--- src/rtl/quadrature_lo_sequencer_if.sv ---
// Handshake and output bundle for the quadrature LO sequencer.
// master: controller side that requests start/stop and offers configs.
// slave : the sequencer itself.
//   start, stop          run control requests
//   cfg_valid/cfg_ready  config handshake, payload cfg_div/cfg_lsb
//   lo_ph, lo_i, lo_q    phase enables (lo_i = lo_ph[0], lo_q = lo_ph[1])
//   busy, cycle_strobe   run status and LO-cycle start pulse
//   cfg_applied          pulse when a config becomes active
interface quadrature_lo_sequencer_if #(
  parameter int unsigned DIV_W = 8
);
  logic             start;
  logic             stop;
  logic             cfg_valid;
  logic             cfg_ready;
  logic [DIV_W-1:0] cfg_div;
  logic             cfg_lsb;
  logic [3:0]       lo_ph;
  logic             lo_i;
  logic             lo_q;
  logic             busy;
  logic             cycle_strobe;
  logic             cfg_applied;

  modport master (
    output start, stop, cfg_valid, cfg_div, cfg_lsb,
    input  cfg_ready, lo_ph, lo_i, lo_q, busy, cycle_strobe, cfg_applied
  );

  modport slave (
    input  start, stop, cfg_valid, cfg_div, cfg_lsb,
    output cfg_ready, lo_ph, lo_i, lo_q, busy, cycle_strobe, cfg_applied
  );
endinterface

--- src/rtl/quadrature_lo_sequencer.sv ---
// Quadrature LO sequencer: four non-overlapping 25%-duty phase enables with a
// programmable quarter-period (div clks per phase) and USB/LSB rotation.
// Start, stop and config changes only take effect on LO cycle boundaries.
// Ports:
//   clk_i    system clock
//   n_rst_i  synchronous active-low reset
//   lo_if    slave side of the control/status bundle (all outputs registered)
module quadrature_lo_sequencer #(
  parameter int unsigned DIV_W       = 8,
  parameter int unsigned DEFAULT_DIV = 1
) (
  input logic                    clk_i,
  input logic                    n_rst_i,
  quadrature_lo_sequencer_if.slave lo_if
);

  // A zero quarter-period is meaningless; it is promoted to one clk.
  localparam logic [DIV_W-1:0] ResetDiv = (DEFAULT_DIV == 0) ? DIV_W'(1) : DIV_W'(DEFAULT_DIV);

  typedef enum logic [0:0] {StIdle, StRun} state_e;

  state_e           state_q, state_d;
  logic [1:0]       phase_q, phase_d;
  logic [DIV_W-1:0] tick_q, tick_d;
  logic [DIV_W-1:0] div_q, div_d;
  logic             lsb_q, lsb_d;
  logic [DIV_W-1:0] sdiv_q, sdiv_d;
  logic             slsb_q, slsb_d;
  logic             pend_q, pend_d;
  logic             stop_pend_q, stop_pend_d;

  logic [3:0]       lo_ph_q, lo_ph_d;
  logic             busy_q, busy_d;
  logic             strobe_q, strobe_d;
  logic             applied_q, applied_d;
  logic             ready_q, ready_d;

  logic             cfg_hs;
  logic [DIV_W-1:0] cfg_div_eff;
  logic             last_tick;
  logic             boundary;
  logic             stop_req;
  logic             cfg_commit;
  logic [1:0]       ph_sel;

  assign cfg_hs      = lo_if.cfg_valid & ready_q;
  assign cfg_div_eff = (lo_if.cfg_div == '0) ? DIV_W'(1) : lo_if.cfg_div;
  assign last_tick   = (tick_q == div_q - DIV_W'(1));
  assign boundary    = (state_q == StRun) && (phase_q == 2'd3) && last_tick;
  assign stop_req    = stop_pend_q | lo_if.stop;

  // State register
  always_ff @(posedge clk_i) begin
    if (!n_rst_i) begin
      state_q     <= StIdle;
      phase_q     <= 2'd0;
      tick_q      <= '0;
      div_q       <= ResetDiv;
      lsb_q       <= 1'b0;
      sdiv_q      <= ResetDiv;
      slsb_q      <= 1'b0;
      pend_q      <= 1'b0;
      stop_pend_q <= 1'b0;
      lo_ph_q     <= 4'b0000;
      busy_q      <= 1'b0;
      strobe_q    <= 1'b0;
      applied_q   <= 1'b0;
      ready_q     <= 1'b1;
    end else begin
      state_q     <= state_d;
      phase_q     <= phase_d;
      tick_q      <= tick_d;
      div_q       <= div_d;
      lsb_q       <= lsb_d;
      sdiv_q      <= sdiv_d;
      slsb_q      <= slsb_d;
      pend_q      <= pend_d;
      stop_pend_q <= stop_pend_d;
      lo_ph_q     <= lo_ph_d;
      busy_q      <= busy_d;
      strobe_q    <= strobe_d;
      applied_q   <= applied_d;
      ready_q     <= ready_d;
    end
  end

  // Next-state logic
  always_comb begin
    state_d     = state_q;
    phase_d     = phase_q;
    tick_d      = tick_q;
    div_d       = div_q;
    lsb_d       = lsb_q;
    sdiv_d      = sdiv_q;
    slsb_d      = slsb_q;
    pend_d      = pend_q;
    stop_pend_d = stop_pend_q;
    cfg_commit  = 1'b0;

    unique case (state_q)
      StIdle: begin
        phase_d     = 2'd0;
        tick_d      = '0;
        stop_pend_d = 1'b0;
        // A config captured on the stopping boundary is committed here.
        if (pend_q) begin
          div_d      = sdiv_q;
          lsb_d      = slsb_q;
          pend_d     = 1'b0;
          cfg_commit = 1'b1;
        end
        if (cfg_hs) begin
          div_d      = cfg_div_eff;
          lsb_d      = lo_if.cfg_lsb;
          cfg_commit = 1'b1;
        end
        if (lo_if.start && !lo_if.stop) begin
          state_d = StRun;
        end
      end
      StRun: begin
        if (boundary) begin
          phase_d = 2'd0;
          tick_d  = '0;
          if (pend_q) begin
            div_d      = sdiv_q;
            lsb_d      = slsb_q;
            pend_d     = 1'b0;
            cfg_commit = 1'b1;
          end
          if (stop_req) begin
            state_d     = StIdle;
            stop_pend_d = 1'b0;
          end
        end else begin
          stop_pend_d = stop_req;
          if (last_tick) begin
            tick_d  = '0;
            phase_d = phase_q + 2'd1;
          end else begin
            tick_d = tick_q + DIV_W'(1);
          end
        end
        // Never collides with the commit above: cfg_ready is low while pending.
        if (cfg_hs) begin
          sdiv_d = cfg_div_eff;
          slsb_d = lo_if.cfg_lsb;
          pend_d = 1'b1;
        end
      end
    endcase
  end

  // Output logic (registered next values)
  always_comb begin
    // LSB rotation runs the phases backwards: index (4 - phase) mod 4.
    ph_sel    = lsb_d ? (2'd0 - phase_d) : phase_d;
    lo_ph_d   = 4'b0000;
    if (state_d == StRun) begin
      lo_ph_d[ph_sel] = 1'b1;
    end
    busy_d    = (state_d == StRun);
    strobe_d  = boundary && !stop_req;
    applied_d = cfg_commit;
    ready_d   = !pend_d;
  end

  assign lo_if.lo_ph        = lo_ph_q;
  assign lo_if.lo_i         = lo_ph_q[0];
  assign lo_if.lo_q         = lo_ph_q[1];
  assign lo_if.busy         = busy_q;
  assign lo_if.cycle_strobe = strobe_q;
  assign lo_if.cfg_applied  = applied_q;
  assign lo_if.cfg_ready    = ready_q;

endmodule

--- src/flat_wrapper.sv ---
// flat-port wrapper written by rule: the top's interface ports become plain ports
module quadrature_lo_sequencer_flat 
#(
  parameter int unsigned DIV_W       = 8,
  parameter int unsigned DEFAULT_DIV = 1
)
  (clk_i, n_rst_i, lo_if_start, lo_if_stop, lo_if_cfg_valid, lo_if_cfg_div, lo_if_cfg_lsb, lo_if_cfg_ready, lo_if_lo_ph, lo_if_lo_i, lo_if_lo_q, lo_if_busy, lo_if_cycle_strobe, lo_if_cfg_applied);
  quadrature_lo_sequencer_if #(.DIV_W(DIV_W)) lo_if_i ();
  input logic clk_i;
  input logic n_rst_i;
  input wire logic [$bits(lo_if_i.start)-1:0] lo_if_start;
  input wire logic [$bits(lo_if_i.stop)-1:0] lo_if_stop;
  input wire logic [$bits(lo_if_i.cfg_valid)-1:0] lo_if_cfg_valid;
  input wire logic [$bits(lo_if_i.cfg_div)-1:0] lo_if_cfg_div;
  input wire logic [$bits(lo_if_i.cfg_lsb)-1:0] lo_if_cfg_lsb;
  output wire logic [$bits(lo_if_i.cfg_ready)-1:0] lo_if_cfg_ready;
  output wire logic [$bits(lo_if_i.lo_ph)-1:0] lo_if_lo_ph;
  output wire logic [$bits(lo_if_i.lo_i)-1:0] lo_if_lo_i;
  output wire logic [$bits(lo_if_i.lo_q)-1:0] lo_if_lo_q;
  output wire logic [$bits(lo_if_i.busy)-1:0] lo_if_busy;
  output wire logic [$bits(lo_if_i.cycle_strobe)-1:0] lo_if_cycle_strobe;
  output wire logic [$bits(lo_if_i.cfg_applied)-1:0] lo_if_cfg_applied;
  assign lo_if_i.start = lo_if_start;
  assign lo_if_i.stop = lo_if_stop;
  assign lo_if_i.cfg_valid = lo_if_cfg_valid;
  assign lo_if_i.cfg_div = lo_if_cfg_div;
  assign lo_if_i.cfg_lsb = lo_if_cfg_lsb;
  assign lo_if_cfg_ready = lo_if_i.cfg_ready;
  assign lo_if_lo_ph = lo_if_i.lo_ph;
  assign lo_if_lo_i = lo_if_i.lo_i;
  assign lo_if_lo_q = lo_if_i.lo_q;
  assign lo_if_busy = lo_if_i.busy;
  assign lo_if_cycle_strobe = lo_if_i.cycle_strobe;
  assign lo_if_cfg_applied = lo_if_i.cfg_applied;
  quadrature_lo_sequencer #(.DIV_W(DIV_W), .DEFAULT_DIV(DEFAULT_DIV)) u_core (.clk_i(clk_i), .n_rst_i(n_rst_i), .lo_if(lo_if_i));
endmodule
--- config.mk ---
export PLATFORM = sky130hd
export DESIGN_NAME = quadrature_lo_sequencer_flat
export DESIGN_NICKNAME = d
export VERILOG_FILES = /design/src/rtl/quadrature_lo_sequencer_if.sv /design/src/rtl/quadrature_lo_sequencer.sv /design/src/flat_wrapper.sv
export SDC_FILE = /design/constraint.sdc
export NUM_CORES = 1
export LEC_CHECK = 0
export ABC_AREA = 1
export ABC_CLOCK_PERIOD_IN_PS = 2050
export CORE_MARGIN = 2
export CORE_UTILIZATION = 40
export CTS_CLUSTER_SIZE = 8
export DETAILED_ROUTE_END_ITERATION = 6
export SLEW_MARGIN = 0
export SYNTH_ARGS = -nofsm -noshare
export SYNTH_HDL_FRONTEND = slang
export SYNTH_SLANG_ARGS = --single-unit
--- constraint.sdc ---
create_clock -name clk_i -period 2.05 [get_ports clk_i]
set_clock_uncertainty 0.05 [all_clocks]
set_input_delay 0.41 -clock clk_i [delete_from_list [all_inputs] [get_ports clk_i]]
set_output_delay 0.41 -clock clk_i [all_outputs]
set_load 0.1 [all_outputs]
* After elaboration in Yosys (flattened, before gate mapping)
Index checks and enable logic that the tools add are counted.
** Word-level totals
- Bits in registers :: 38
- Input bits :: 14
** Cells by class
- Bitwise gates (word level) :: 3
- Reductions and logical operators :: 11
- Equal/unequal tests :: 4
- $lt $le $gt $ge :: 2
- $add $sub $neg :: 4
- Muxes and demuxes :: 32
** Operators with widths (count)
- $mux W8 :: 6
- $pmux W8 S2 :: 2
- $mux W1 :: 14
- $pmux W1 S2 :: 5
- $add A8 B1 Y8 const B :: 1
- $eq A8 B8 Y1 :: 1
- $logic_not A8 Y1 :: 1
- $sub A8 B1 Y8 const B :: 1
- $mux W2 :: 3
- $logic_and A1 B1 Y1 :: 5
- $pmux W2 S2 :: 1
- $reduce_and A2 Y1 :: 2
- $logic_not A1 Y1 :: 3
- $lt A2 B3 Y1 const B :: 1
- $ne A3 B3 Y1 const B :: 1
- $add A2 B1 Y2 const B :: 1
- $demux W1 S2 :: 1
- $eq A2 B2 Y1 const B :: 1
- $ge A2 B1 Y1 const B :: 1
- $ne A2 B2 Y1 const B :: 1
- $sub A1 B2 Y2 const A :: 1
- $and A1 B1 Y1 :: 1
- $not A1 Y1 :: 1
- $or A1 B1 Y1 :: 1

* Longest topological paths before layout
Gate-level depths: netlist of the first run.
- Word-level depth :: 11
- Gate-level depth with buffers :: 17
- Gate-level depth less buffers :: 17

* Worst setup path after synthesis of the first run
OpenSTA, ideal clock, no wires.
- Path kind :: reg2reg
- From :: register u_core.state_q
- To :: register u_core.sdiv_q[0]
- Cell stages (with the launch flop) :: 7
- Path slack :: -258 ps
- Arrival :: 2143 ps
- Path buffers :: 1
- Cells stage by stage :: dfxtp_1 -> buf_2 -> inv_1 -> nor2_1 -> clkinv_1 -> a21oi_1 -> nand2_1
** Between the ends
- Longest elaborated chain between the ends :: 1
** RTL lines
- start: declaration :: RTL line quadrature_lo_sequencer.sv:22 : state_e state_q, state_d;
- start signal: assignment :: RTL line quadrature_lo_sequencer.sv:55 : state_q <= StIdle;
- start signal: assignment :: RTL line quadrature_lo_sequencer.sv:70 : state_q <= state_d;
- $reduce_and A2 Y1 (no source line)
- end signal: assignment :: RTL line quadrature_lo_sequencer.sv:60 : sdiv_q <= ResetDiv;
- end signal: assignment :: RTL line quadrature_lo_sequencer.sv:75 : sdiv_q <= sdiv_d;
- end: declaration :: RTL line quadrature_lo_sequencer.sv:27 : logic [DIV_W-1:0] sdiv_q, sdiv_d;
No other way between the ends.
A chain may end at the register's enable or synchronous reset.

* Worst setup path in the final report of the first run
- From :: register u_core.div_q[1]
- To :: register u_core.lo_ph_q[1] (netlist: u_core.lo_if.lo_ph[1])
** Between the ends
- Longest elaborated chain between the ends :: 11
- Elaborated cells on any way between the ends :: 18
** RTL lines
- start: declaration :: RTL line quadrature_lo_sequencer.sv:25 : logic [DIV_W-1:0] div_q, div_d;
- start signal: assignment :: RTL line quadrature_lo_sequencer.sv:58 : div_q <= ResetDiv;
- start signal: assignment :: RTL line quadrature_lo_sequencer.sv:73 : div_q <= div_d;
- $sub A8 B1 Y8 (*) :: RTL line quadrature_lo_sequencer.sv:48 : assign last_tick = (tick_q == div_q - DIV_W'(1));
- $eq A8 B8 Y1 (*) :: RTL line quadrature_lo_sequencer.sv:48
- $mux W2 / $logic_and A1 B1 Y1 (equally long branches) :: RTL line quadrature_lo_sequencer.sv:137, quadrature_lo_sequencer.sv:49
- $mux W2 :: RTL line quadrature_lo_sequencer.sv:122 : if (boundary) begin
- $pmux W2 S2 :: RTL line quadrature_lo_sequencer.sv:100 : unique case (state_q)
- $sub A1 B2 Y2 :: RTL line quadrature_lo_sequencer.sv:157 : ph_sel = lsb_d ? (2'd0 - phase_d) : phase_d;
- $mux W2 :: RTL line quadrature_lo_sequencer.sv:157
- $lt A2 B3 Y1 (implied by the code) / $ge A2 B1 Y1 (equally long branches) :: RTL line quadrature_lo_sequencer.sv:160 : lo_ph_d[ph_sel] = 1'b1;
- $logic_and A1 B1 Y1 (implied by the code) :: RTL line quadrature_lo_sequencer.sv:160
- $mux W1 (implied by the code) :: RTL line quadrature_lo_sequencer.sv:160
- $demux W1 S2
- end signal: assignment :: RTL line quadrature_lo_sequencer.sv:79 : lo_ph_q <= lo_ph_d;
- end: declaration :: RTL line quadrature_lo_sequencer.sv:32 : logic [3:0] lo_ph_q, lo_ph_d;
Mark *: on every way between the ends. The rest lies on a longest branch, timed or not.

==> results of run 1 <==
cell usage after synthesis:
master	number	share of area
nand2_1	66	0.12
nor2_1	43	0.080
dfxtp_1	38	0.38
inv_1	30	0.056
nand3_1	25	0.062
o21ai_0	19	0.047
a21oi_1	9	0.022
mux2i_1	7	0.035
o22ai_1	7	0.022
inv_2	4	0.0074
nor2_2	4	0.012
xnor2_1	4	0.017
xor2_1	4	0.017
clkbuf_1	3	0.0056
ha_1	3	0.019
nand3_2	3	0.015
nand4_1	3	0.0093
nor3_1	3	0.0074
o211ai_1	3	0.011
buf_4	2	0.0074
nand2_2	2	0.0062
a21o_1	1	0.0037
buf_1	1	0.0019
buf_2	1	0.0025
clkbuf_2	1	0.0025
clkinv_1	1	0.0019
nand2_4	1	0.0056
nand2b_1	1	0.0031
nand3b_1	1	0.0037
nor2_4	1	0.0056
nor3b_1	1	0.0037
nor4_1	1	0.0031
o21ai_1	1	0.0025
or2_2	1	0.0031
cell families after synthesis:
group	after synthesis	synth area share
buf+inv	43	0.0848
simple gates	156	0.342
compound gates	40	0.108
fa+ha+maj	3	0.0186
xor+xnor	8	0.0347
mux	7	0.0347
flops	38	0.376
registers in the layout (all words and copies together), names as in the netlist:
name,cells
u_core.lsb_q,1
u_core.lo_if.cfg_ready,1
u_core.lo_if.cycle_strobe,1
u_core.slsb_q,1
u_core.sdiv_q,8
u_core.phase_q,2
u_core.stop_pend_q,1
u_core.div_q,8
u_core.tick_q,8
u_core.lo_if.cfg_applied,1
u_core.state_q,1
u_core.lo_if.lo_ph,4
u_core.pend_q,1
power by group:
| group | switching, mW | internal [mW] | total [mW] | leakage, nW |
|---|---|---|---|---|
| Sequential | 0.0293 | 0.772 | 0.801 | 0.310 |
| Combinational | 0.322 | 0.196 | 0.518 | 0.803 |
| Clock | 0.273 | 0.390 | 0.662 | 0.0573 |
timing repair:
action                                 in CTS  in global routing
gates resized for setup                    10                 22
pin swaps                                   8                 10
setup endpoints to repair                  10                 22
setup buffers                               4                  4
endpoints found under the hold margin       0                  0
routing by layer:
| layer | global-route usage | up-vias |
|---|---|---|
| li1 | - | 1031 |
| met1 | 0.238 | 880 |
| met2 | 0.297 | 28 |
| met3 | 0.0402 | 6 |
| met4 | 0.0655 | 0 |
| met5 | 0 | - |
through the flow:
stage	instance area [sq um]	util	total power [mW]	worst slack, ns	setup TNS [ns]
2_1_floorplan	2020	-	1.14	0.0781	0
3_3_place_gp	2340	0.490	1.26	0.00280	0
3_5_place_dp	2340	0.490	1.26	-0.0229	-0.0229
4_1_cts	2510	0.525	1.94	-0.00884	-0.00884
5_1_grt	2640	0.551	2.09	-0.167	-1.32
6_report	2640	0.551	1.98	-0.00146	-0.00146
path summary, 6_finish.rpt:
kind	from	end	slack, ns
setup / recovery	u_core.div_q[1]$_SDFFE_PN0P_	u_core.lo_if.lo_ph[1]$_SDFF_PN0_	-0.001
hold / removal	u_core.sdiv_q[0]$_SDFFE_PN1P_	u_core.sdiv_q[0]$_SDFFE_PN1P_	0.43
setup reg to reg	u_core.div_q[1]$_SDFFE_PN0P_	u_core.lo_if.lo_ph[1]$_SDFF_PN0_	-0.001
hold reg to reg	u_core.sdiv_q[0]$_SDFFE_PN1P_	u_core.sdiv_q[0]$_SDFFE_PN1P_	0.43
critical path, cell delays in order (launching register included):
cell and delay [ns]:
dfxtp_2 0.36, inv_2 0.06, ha_4 0.26, xor2_1 0.14
nand2_1 0.11, nor2_2 0.11, nand3_2 0.09, nor2_4 0.16
nand3b_1 0.14, nand2_4 0.12, nand3_2 0.09, nand2_2 0.08
nand2_2 0.07, nand2_2 0.08, nor2_2 0.03
final cells by class:
type	instances	area, sq um
fill	488	2150
multi-input combinational	214	1200
sequential	38	766
timing repair buffer	39	342
inverter	35	134
tap	67	83.8
clock buffer	6	82.6
clock inverter	1	30.0
==> flow_summary_export.csv, run 1 <==
group,metric,value,unit
synthesis,syn_nets,312,
placement,gp_congestion,0.793,
drt,wl,4800,um
floorplan,die-area,0.00564,sq mm
cells_and_area,final_cell_mix,"nand2_1 (59), nor2_1 (39), dfxtp_1 (34)",
setup_path,crit_arrival,2.19,ns
setup_path,crit_fanout,5,
min_path,hold_class,"flop to flop",
drt,drc,0,
clock_network,ctsHoldBuffers,0,
sta,tightest_slew,0.464,ns
floorplan,die_h,75.1,um
global_routing,grt_pass1_vias,1679,
global_routing,grt_overflow,0,
drt,wire_per_inst,12.0,um
setup_path,crit_type,"flop to flop",
run_status,failed_checks,"setup timing",
global_routing,grt_pass1_wl,7730,um
sta,rsz0062_at_grt,"yes",
drt,postRouteAntennaNets,0,
synthesis,ys_warn_count,0,
sta,max_freq,487,MHz
global_routing,grt_start_max_net_pins,17,
sta,setup_viol,1,
run_status,status,"finished with violations",
cells_and_area,drive_above_1_share,0.222,
setup_path,end_kind,"flop",
sta,min_period,2.05,ns
pwr,leakage,1.17,nW
drt,highest_layer,"met4",
drt,avgViaCountPerCell,4.86,
sta,fin_ws,-0.00146,ns
synthesis,synth_area,0.00202,sq mm
setup_path,worst_ep_required_time,2.19,ns
global_routing,antenna_found_initial,0,
pwr,power.density,752,mW/mm^2
setup_path,r2r_cells,14,
drt,num_vias,1945,
clock_network,path_clk_slew,0.08,ns
floorplan,coreArea,0.00479,sq mm
drt,met1_length,2220,um
floorplan,pin_count,24,
drt,drt_iter0_drc,59,
drt,met2_wirelength,2360,um
cells_and_area,antennaDiodeCount,0,
flow_run,maxCapViolCount,0,
clock_network,cts_tree,"built",
synthesis,yosysUniqueCellTypes,34,
global_routing,globalRouteTotalUtil,0.183,
setup_path,start_kind,"flop",
clock_network,h-tree-depth,2,
floorplan,fp-row-count,25,
sta,relSlewSlack,0.690,
min_path,hold_depth,2,
clock_network,cts_buffers,5,
synthesis,syn-mean-instance-area,6.85,sq um
clock_network,clock-sinks,38,
synthesis,ys_ff_latch,38,
placement,io_buffers,23,
cells_and_area,area_growth,30.4,%
floorplan,die-width,75.1,um
placement,dpl.hpwl,3540,um
clock_network,cts_root_buf,"clkbuf_8",
cells_and_area,layoutNonFillerInstCount,400,
cells_and_area,finalNetCount,350,
synthesis,syn_inst,295,
cells_and_area,final_common_cell,"nand2_1",
clock_network,cts_max_path_buffers,2,
sta,slew_viol_final,0,
clock_network,clk_latency,0.29,ns
floorplan,start_util,0.422,
pwr,ir_worst_vdd,0.000338,V
placement,dpl.cell_count,385,
drt,wl_met3,151,um
drt,drt-pass1-iter-count,4,
synthesis,yosysSeqAreaShare,0.376,
sta,hold_slack,0.433,ns
sta,finalHoldViolations,0,
sta,fin_crit_sh,1.00,
No activity file was read; power rests on OpenSTA's default activity.
==> run 2, diff against run 1 <==
--- a/config.mk
+++ b/config.mk
@@ -11,6 +11,8 @@
 export CORE_UTILIZATION = 40
 export CTS_CLUSTER_SIZE = 8
 export DETAILED_ROUTE_END_ITERATION = 6
+export GPL_ROUTABILITY_DRIVEN = 1
+export SKIP_LAST_GASP = 1
 export SLEW_MARGIN = 0
 export SYNTH_ARGS = -nofsm -noshare
 export SYNTH_HDL_FRONTEND = slang
==> run 2 against run 1 <==
- the run still ends with setup timing left
- cell area down 0.19%
- sequential power is essentially flat
- wire length increased by 0.40%
- cell count is the same
- critical path type unchanged
- largest cell class unchanged
==> flow_summary_export.csv, run 2 (same netlist as run 1, synthesis figures left out) <==
group,metric,value,unit
clock_network,cts_root_buf,"clkbuf_8",
drt,drt_iter0_drc,47,
cells_and_area,layoutNonFillerInstCount,400,
drt,postRouteAntennaNets,0,
cells_and_area,finalNetCount,350,
clock_network,ctsHoldBuffers,0,
sta,relSlewSlack,0.697,
setup_path,r2r_start,"u_core.div_q[1]$_SDFFE_PN0P_",
pwr,ir_worst_vdd,0.000339,V
pwr,seqPwrFrac,0.404,
setup_path,start_kind,"flop",
floorplan,coreArea,0.00479,sq mm
global_routing,grt_start_max_net_pins,17,
sta,tightest_slew,0.452,ns
pwr,switchingPower,0.625,mW
clock_network,h-tree-depth,2,
sta,fin_ws,-0.0116,ns
setup_path,cpPeakStageDelay,0.36,ns
cells_and_area,final_common_cell,"nand2_1",
global_routing,globalRouteTotalUtil,0.183,
drt,num_vias,1949,
setup_path,crit_fanout,5,
setup_path,crit_buf_inv,1,
min_path,hold_class,"flop to flop",
setup_path,crit_chain,"inv_2 -> ha_4 -> xor2_1 -> nand2_1 -> nor2_2 -> nand3_2 -> nor2_4 -> nand3b_1 -> nand2_4 -> nand3_2 -> nand2_2 -> nand2_2 -> nand2_2 -> nor2_2",
placement,pre_cts_slack,-0.0229,ns
setup_path,cp_top_family,"simple AND/OR/NAND/NOR gates",
cells_and_area,area_growth,30.2,%
placement,gp_congestion,0.793,
setup_path,r2r_slack,-0.01,ns
sta,finalHoldViolations,0,
min_path,hold_start,"u_core.sdiv_q[0]$_SDFFE_PN1P_",
drt,wl,4820,um
sta,fin_crit_sh,1.01,
sta,setup_viol,1,
floorplan,die-width,75.1,um
setup_path,cpMostUsedCell,"nand2_2",
drt,drc,0,
setup_path,r2r_end,"u_core.lo_if.lo_ph[1]$_SDFF_PN0_",
min_path,hold_depth,2,
floorplan,fp-row-count,25,
cells_and_area,drive_above_1_share,0.222,
sta,slew_viol_final,0,
setup_path,critPathSlowestCell,"dfxtp_2",
setup_path,crit_type,"flop to flop",
min_path,holdPathEnd,"u_core.sdiv_q[0]$_SDFFE_PN1P_",
run_status,failed_checks,"setup timing",
clock_network,clock-sinks,38,
flow_run,maxCapViolCount,0,
placement,io_buffers,23,
sta,rsz0062_at_grt,"yes",
setup_path,worst_ep_required_time,2.19,ns
run_status,status,"finished with violations",
sta,min_period,2.06,ns
global_routing,grt_pass1_vias,1679,
setup_path,r2r_cells,14,
drt,wire_per_inst,12.1,um
floorplan,die-area,0.00564,sq mm
global_routing,grt_pass1_wl,7730,um
clock_network,cts_buffers,5,
clock_network,cts_max_path_buffers,2,
cells_and_area,antennaDiodeCount,0,
floorplan,die_h,75.1,um
setup_path,crit_arrival,2.20,ns
pwr,power.density,754,mW/mm^2
pwr,p_comb_frac,0.260,
global_routing,antenna_found_initial,0,
setup_path,end_kind,"flop",
clock_network,clk_latency,0.29,ns
global_routing,grt_overflow,0,
pwr,leakage,1.17,nW
cells_and_area,final_cell_mix,"nand2_1 (59), nor2_1 (39), dfxtp_1 (34)",
pwr,power,1.98,mW
drt,avgViaCountPerCell,4.87,
cells_and_area,largestRegisters,"u_core.div_q x8, u_core.sdiv_q x8, u_core.tick_q x8",
sta,max_freq,485,MHz
placement,dpl.hpwl,3540,um
pwr,p_int,1.36,mW
clock_network,path_clk_slew,0.08,ns
clock_network,cts_tree,"built",
placement,dpl.cell_count,385,
pwr,sw_frac_of_total,0.315,
pwr,clock_power_share,0.335,
floorplan,start_util,0.422,
drt,drt-pass1-iter-count,4,
floorplan,pin_count,24,
run 2: worst max path at each step:
| stage | start | to | slack (ns) | depth (start not counted) |
|---|---|---|---|---|
| 2_1_floorplan | u_core.state_q$_SDFF_PN0_ | u_core.sdiv_q[0]$_SDFFE_PN1P_ | 0.08 | 6 |
| 3_5_place_dp | u_core.div_q[1]$_SDFFE_PN0P_ | u_core.lo_if.lo_ph[1]$_SDFF_PN0_ | -0.02 | 15 |
| 5_1_grt | u_core.div_q[1]$_SDFFE_PN0P_ | u_core.lo_if.lo_ph[1]$_SDFF_PN0_ | -0.17 | 15 |
| 4_1_cts | u_core.div_q[1]$_SDFFE_PN0P_ | u_core.lo_if.lo_ph[1]$_SDFF_PN0_ | -0.009 | 15 |
| 6_report | u_core.div_q[1]$_SDFFE_PN0P_ | u_core.lo_if.lo_ph[1]$_SDFF_PN0_ | -0.01 | 14 |
| 3_3_place_gp | u_core.div_q[1]$_SDFFE_PN0P_ | u_core.lo_if.lo_ph[1]$_SDFF_PN0_ | 0.003 | 15 |
run 2: worst reg2reg max path, stage by stage, from the launching register on:
cell and delay, ns:
dfxtp_2 0.36, inv_2 0.06, ha_4 0.26, xor2_1 0.14, nand2_1 0.11, nor2_2 0.11
nand3_2 0.09, nor2_4 0.16, nand3b_1 0.15, nand2_4 0.12, nand3_2 0.09, nand2_2 0.08
nand2_2 0.07, nand2_2 0.08, nor2_2 0.03
run 2: stage by stage:
stage / hold WS (ns) / area, sq um / utilization / TNS, ns
floorplan: 0.388 / 2020 / - / 0
global placement: 0.405 / 2340 / 0.490 / 0
detailed placement: 0.413 / 2340 / 0.490 / -0.0229
CTS: 0.433 / 2510 / 0.525 / -0.00884
global route: 0.480 / 2630 / 0.550 / -1.33
finish: 0.433 / 2630 / 0.550 / -0.0116
run 2: repair_timing:
action,in CTS,in global routing
pin swaps,8,10
buffers inserted,4,4
endpoints found under the setup margin,10,22
endpoints found under the hold margin,0,0
resized for setup,10,21
run 2: power by group through the flow:
| stage | clock [mW] | sequential (mW) | combinational, mW |
|---|---|---|---|
| final | 0.665 | 0.801 | 0.516 |
| after global routing | 0.708 | 0.807 | 0.569 |
| after CTS | 0.677 | 0.800 | 0.464 |
| after detailed placement | 0 | 0.816 | 0.443 |
| after global placement | 0 | 0.816 | 0.441 |
| after floorplan | 0 | 0.850 | 0.289 |
run 2: area by class of cell:
class                           count  area (sq um)
Timing Repair Buffer               39           342
Fill cell                         489          2160
Tap cell                           67          83.8
Clock buffer                        6          82.6
Multi-Input combinational cell    214          1190
Clock inverter                      1          30.0
Inverter                           35           134
Sequential cell                    38           766
run 2: routing by layer:
metal | track usage | wire length [um] | vias up
li1 | - | - | 1031
met4 | 0.0655 | 73 | 0
met5 | 0 | 0 | -
met1 | 0.238 | 2240 | 883
met2 | 0.297 | 2350 | 29
met3 | 0.0402 | 157 | 6
==> run 3, diff against run 2 <==
--- a/config.mk
+++ b/config.mk
@@ -6,7 +6,7 @@
 export NUM_CORES = 1
 export LEC_CHECK = 0
 export ABC_AREA = 1
-export ABC_CLOCK_PERIOD_IN_PS = 2050
+export ABC_CLOCK_PERIOD_IN_PS = 2200
 export CORE_MARGIN = 2
 export CORE_UTILIZATION = 40
 export CTS_CLUSTER_SIZE = 8
==> constraint.sdc (replaced) <==
create_clock -name clk_i -period 2.2 [get_ports clk_i]
set_clock_uncertainty 0.05 [all_clocks]
set_input_delay 0.44 -clock clk_i [delete_from_list [all_inputs] [get_ports clk_i]]
set_output_delay 0.44 -clock clk_i [all_outputs]
set_load 0.1 [all_outputs]
==> run 3 against run 2 <==
- the flow now finishes without violations
- worst setup slack improved by 0.10 ns
- die area unchanged
- first-iteration DRC count increased by 8.5%
- clock-buffer cell count unchanged
- maximum frequency decreased by 2.3%
- wire length increased by 2.1%
- critical endpoint unchanged
- highest routed layer unchanged
==> flow_summary_export.csv, run 3 (same netlist as run 1, synthesis figures left out) <==
group,metric,value,unit
run_status,status,"complete, no violations",
setup_path,crit_chain,"inv_2 -> ha_4 -> xor2_1 -> nand2_1 -> nor2_2 -> nand3_2 -> nor2_4 -> nand3_2 -> nand2_4 -> inv_4 -> nand3_2 -> nand2_1 -> nand2_1 -> nand2_1 -> nor2_1",
clock_network,cts_buffers,5,
drt,num_vias,1956,
setup_path,end_kind,"flop",
min_path,hold_depth,2,
clock_network,cts_root_buf,"clkbuf_8",
floorplan,pin_count,24,
pwr,switchingPower,0.562,mW
setup_path,r2r_cells,15,
global_routing,globalRouteTotalUtil,0.195,
pwr,power.density,722,mW/mm^2
sta,relSlewSlack,0.743,
sta,fin_ws,0.0906,ns
clock_network,h-tree-depth,2,
floorplan,start_util,0.422,
setup_path,cpMostUsedCell,"nand2_1",
sta,tightest_slew,0.384,ns
drt,wire_per_inst,12.5,um
sta,finalHoldViolations,0,
min_path,hold_class,"flop to flop",
setup_path,cp_top_family,"simple AND/OR/NAND/NOR gates",
drt,postRouteAntennaNets,0,
setup_path,critPathSlowestCell,"dfxtp_2",
clock_network,ctsHoldBuffers,0,
floorplan,die_h,75.1,um
sta,setup_tns,0,ns
cells_and_area,final_cell_mix,"nand2_1 (64), nor2_1 (41), dfxtp_1 (34)",
cells_and_area,largestRegisters,"u_core.div_q x8, u_core.sdiv_q x8, u_core.tick_q x8",
setup_path,crit_buf_inv,2,
floorplan,coreArea,0.00479,sq mm
setup_path,r2r_end,"u_core.lo_if.lo_ph[1]$_SDFF_PN0_",
flow_run,maxCapViolCount,0,
pwr,ir_worst_vdd,0.000372,V
global_routing,grt_pass1_wl,8360,um
sta,fin_crit_sh,0.959,
clock_network,clock-sinks,38,
pwr,sw_frac_of_total,0.312,
sta,slew_viol_final,0,
placement,dpl.hpwl,3730,um
cells_and_area,area_growth,23.7,%
clock_network,cts_max_path_buffers,2,
placement,gp_congestion,0.839,
clock_network,cts_tree,"built",
drt,drt_iter0_drc,51,
drt,avgViaCountPerCell,4.95,
sta,setup_viol,0,
floorplan,die-area,0.00564,sq mm
floorplan,die-width,75.1,um
placement,io_buffers,23,
global_routing,grt_pass1_vias,1843,
pwr,leakage,1.13,nW
drt,wl,4930,um
min_path,hold_start,"u_core.sdiv_q[0]$_SDFFE_PN1P_",
floorplan,fp-row-count,25,
setup_path,cpPeakStageDelay,0.36,ns
placement,pre_cts_slack,0.0682,ns
setup_path,crit_fanout,7,
drt,drt-pass1-iter-count,4,
drt,drc,0,
cells_and_area,drive_above_1_share,0.171,
setup_path,start_kind,"flop",
global_routing,antenna_found_initial,0,
setup_path,crit_arrival,2.29,ns
global_routing,grt_overflow,0,
cells_and_area,finalNetCount,345,
clock_network,clk_latency,0.29,ns
pwr,p_int,1.24,mW
sta,min_period,2.11,ns
setup_path,r2r_slack,0.09,ns
setup_path,worst_ep_required_time,2.38,ns
pwr,clock_power_share,0.341,
sta,rsz0062_at_grt,"yes",
pwr,seqPwrFrac,0.414,
clock_network,path_clk_slew,0.08,ns
setup_path,r2r_start,"u_core.div_q[0]$_SDFFE_PN1P_",
sta,max_freq,474,MHz
pwr,p_comb_frac,0.245,
global_routing,grt_start_max_net_pins,19,
cells_and_area,fill_cells,497,
cells_and_area,antennaDiodeCount,0,
setup_path,crit_type,"flop to flop",
cells_and_area,final_common_cell,"nand2_1",
min_path,holdPathEnd,"u_core.sdiv_q[0]$_SDFFE_PN1P_",
run 3: per-stage QoR:
stage | instances | power, mW | cell area [sq um] | util | hold slack, ns
6_report | 395 | 1.80 | 2500 | 0.522 | 0.430
5_1_grt | 395 | 1.90 | 2500 | 0.522 | 0.474
4_1_cts | 389 | 1.78 | 2420 | 0.506 | 0.429
3_5_place_dp | 382 | 1.17 | 2310 | 0.483 | 0.412
3_3_place_gp | 382 | 1.16 | 2310 | 0.483 | 0.413
2_1_floorplan | 295 | 1.06 | 2020 | - | 0.388
run 3: timing repair:
item | CTS | global route
buffers inserted | 0 | 6
setup endpoints to repair | 0 | 25
gates resized for setup | 0 | 12
run 3: cell type report:
type                            count  area, sq um  area share
Tap cell                           67         83.8      0.0335
Clock buffer                        6         82.6      0.0330
Multi-Input combinational cell    214         1120       0.446
Sequential cell                    38          766       0.306
Clock inverter                      1         30.0      0.0120
Inverter                           35          134      0.0536
Timing Repair Buffer               34          288       0.115
run 3: power by group through the flow:
| stage | Clock, mW | Sequential, mW | Combinational, mW |
|---|---|---|---|
| finish | 0.615 | 0.747 | 0.442 |
| global route | 0.662 | 0.751 | 0.492 |
| CTS | 0.625 | 0.746 | 0.408 |
| detailed placement | 0 | 0.762 | 0.406 |
| global placement | 0 | 0.762 | 0.402 |
| floorplan | 0 | 0.792 | 0.270 |
run 3: worst max-delay path by stage:
stage,to,startpoint,depth (start not counted),slack (ns)
floorplan,u_core.sdiv_q[0]$_SDFFE_PN1P_,u_core.state_q$_SDFF_PN0_,6,0.23
global placement,u_core.lo_if.lo_ph[1]$_SDFF_PN0_,u_core.div_q[0]$_SDFFE_PN1P_,14,0.10
detailed placement,u_core.div_q[4]$_SDFFE_PN0P_,u_core.div_q[0]$_SDFFE_PN1P_,11,0.07
CTS,u_core.div_q[4]$_SDFFE_PN0P_,u_core.div_q[0]$_SDFFE_PN1P_,11,0.05
global route,u_core.lo_if.lo_ph[1]$_SDFF_PN0_,u_core.div_q[0]$_SDFFE_PN1P_,15,-0.07
finish,u_core.lo_if.lo_ph[1]$_SDFF_PN0_,u_core.div_q[0]$_SDFFE_PN1P_,15,0.09
run 3: metal layers:
layer | global-route usage | vias up | share of wire | routed length, um
li1 | - | 1016 | - | -
met1 | 0.242 | 898 | 0.46 | 2250
met2 | 0.338 | 34 | 0.49 | 2430
met3 | 0.0428 | 8 | 0.036 | 178
met4 | 0.0536 | 0 | 0.013 | 64
met5 | 0 | - | 0 | 0
run 3: worst min-delay path, stage by stage, from the launching register on:
cell	delay [ns]
dfxtp_1	0.33
a21oi_1	0.07
nand2_1	0.06
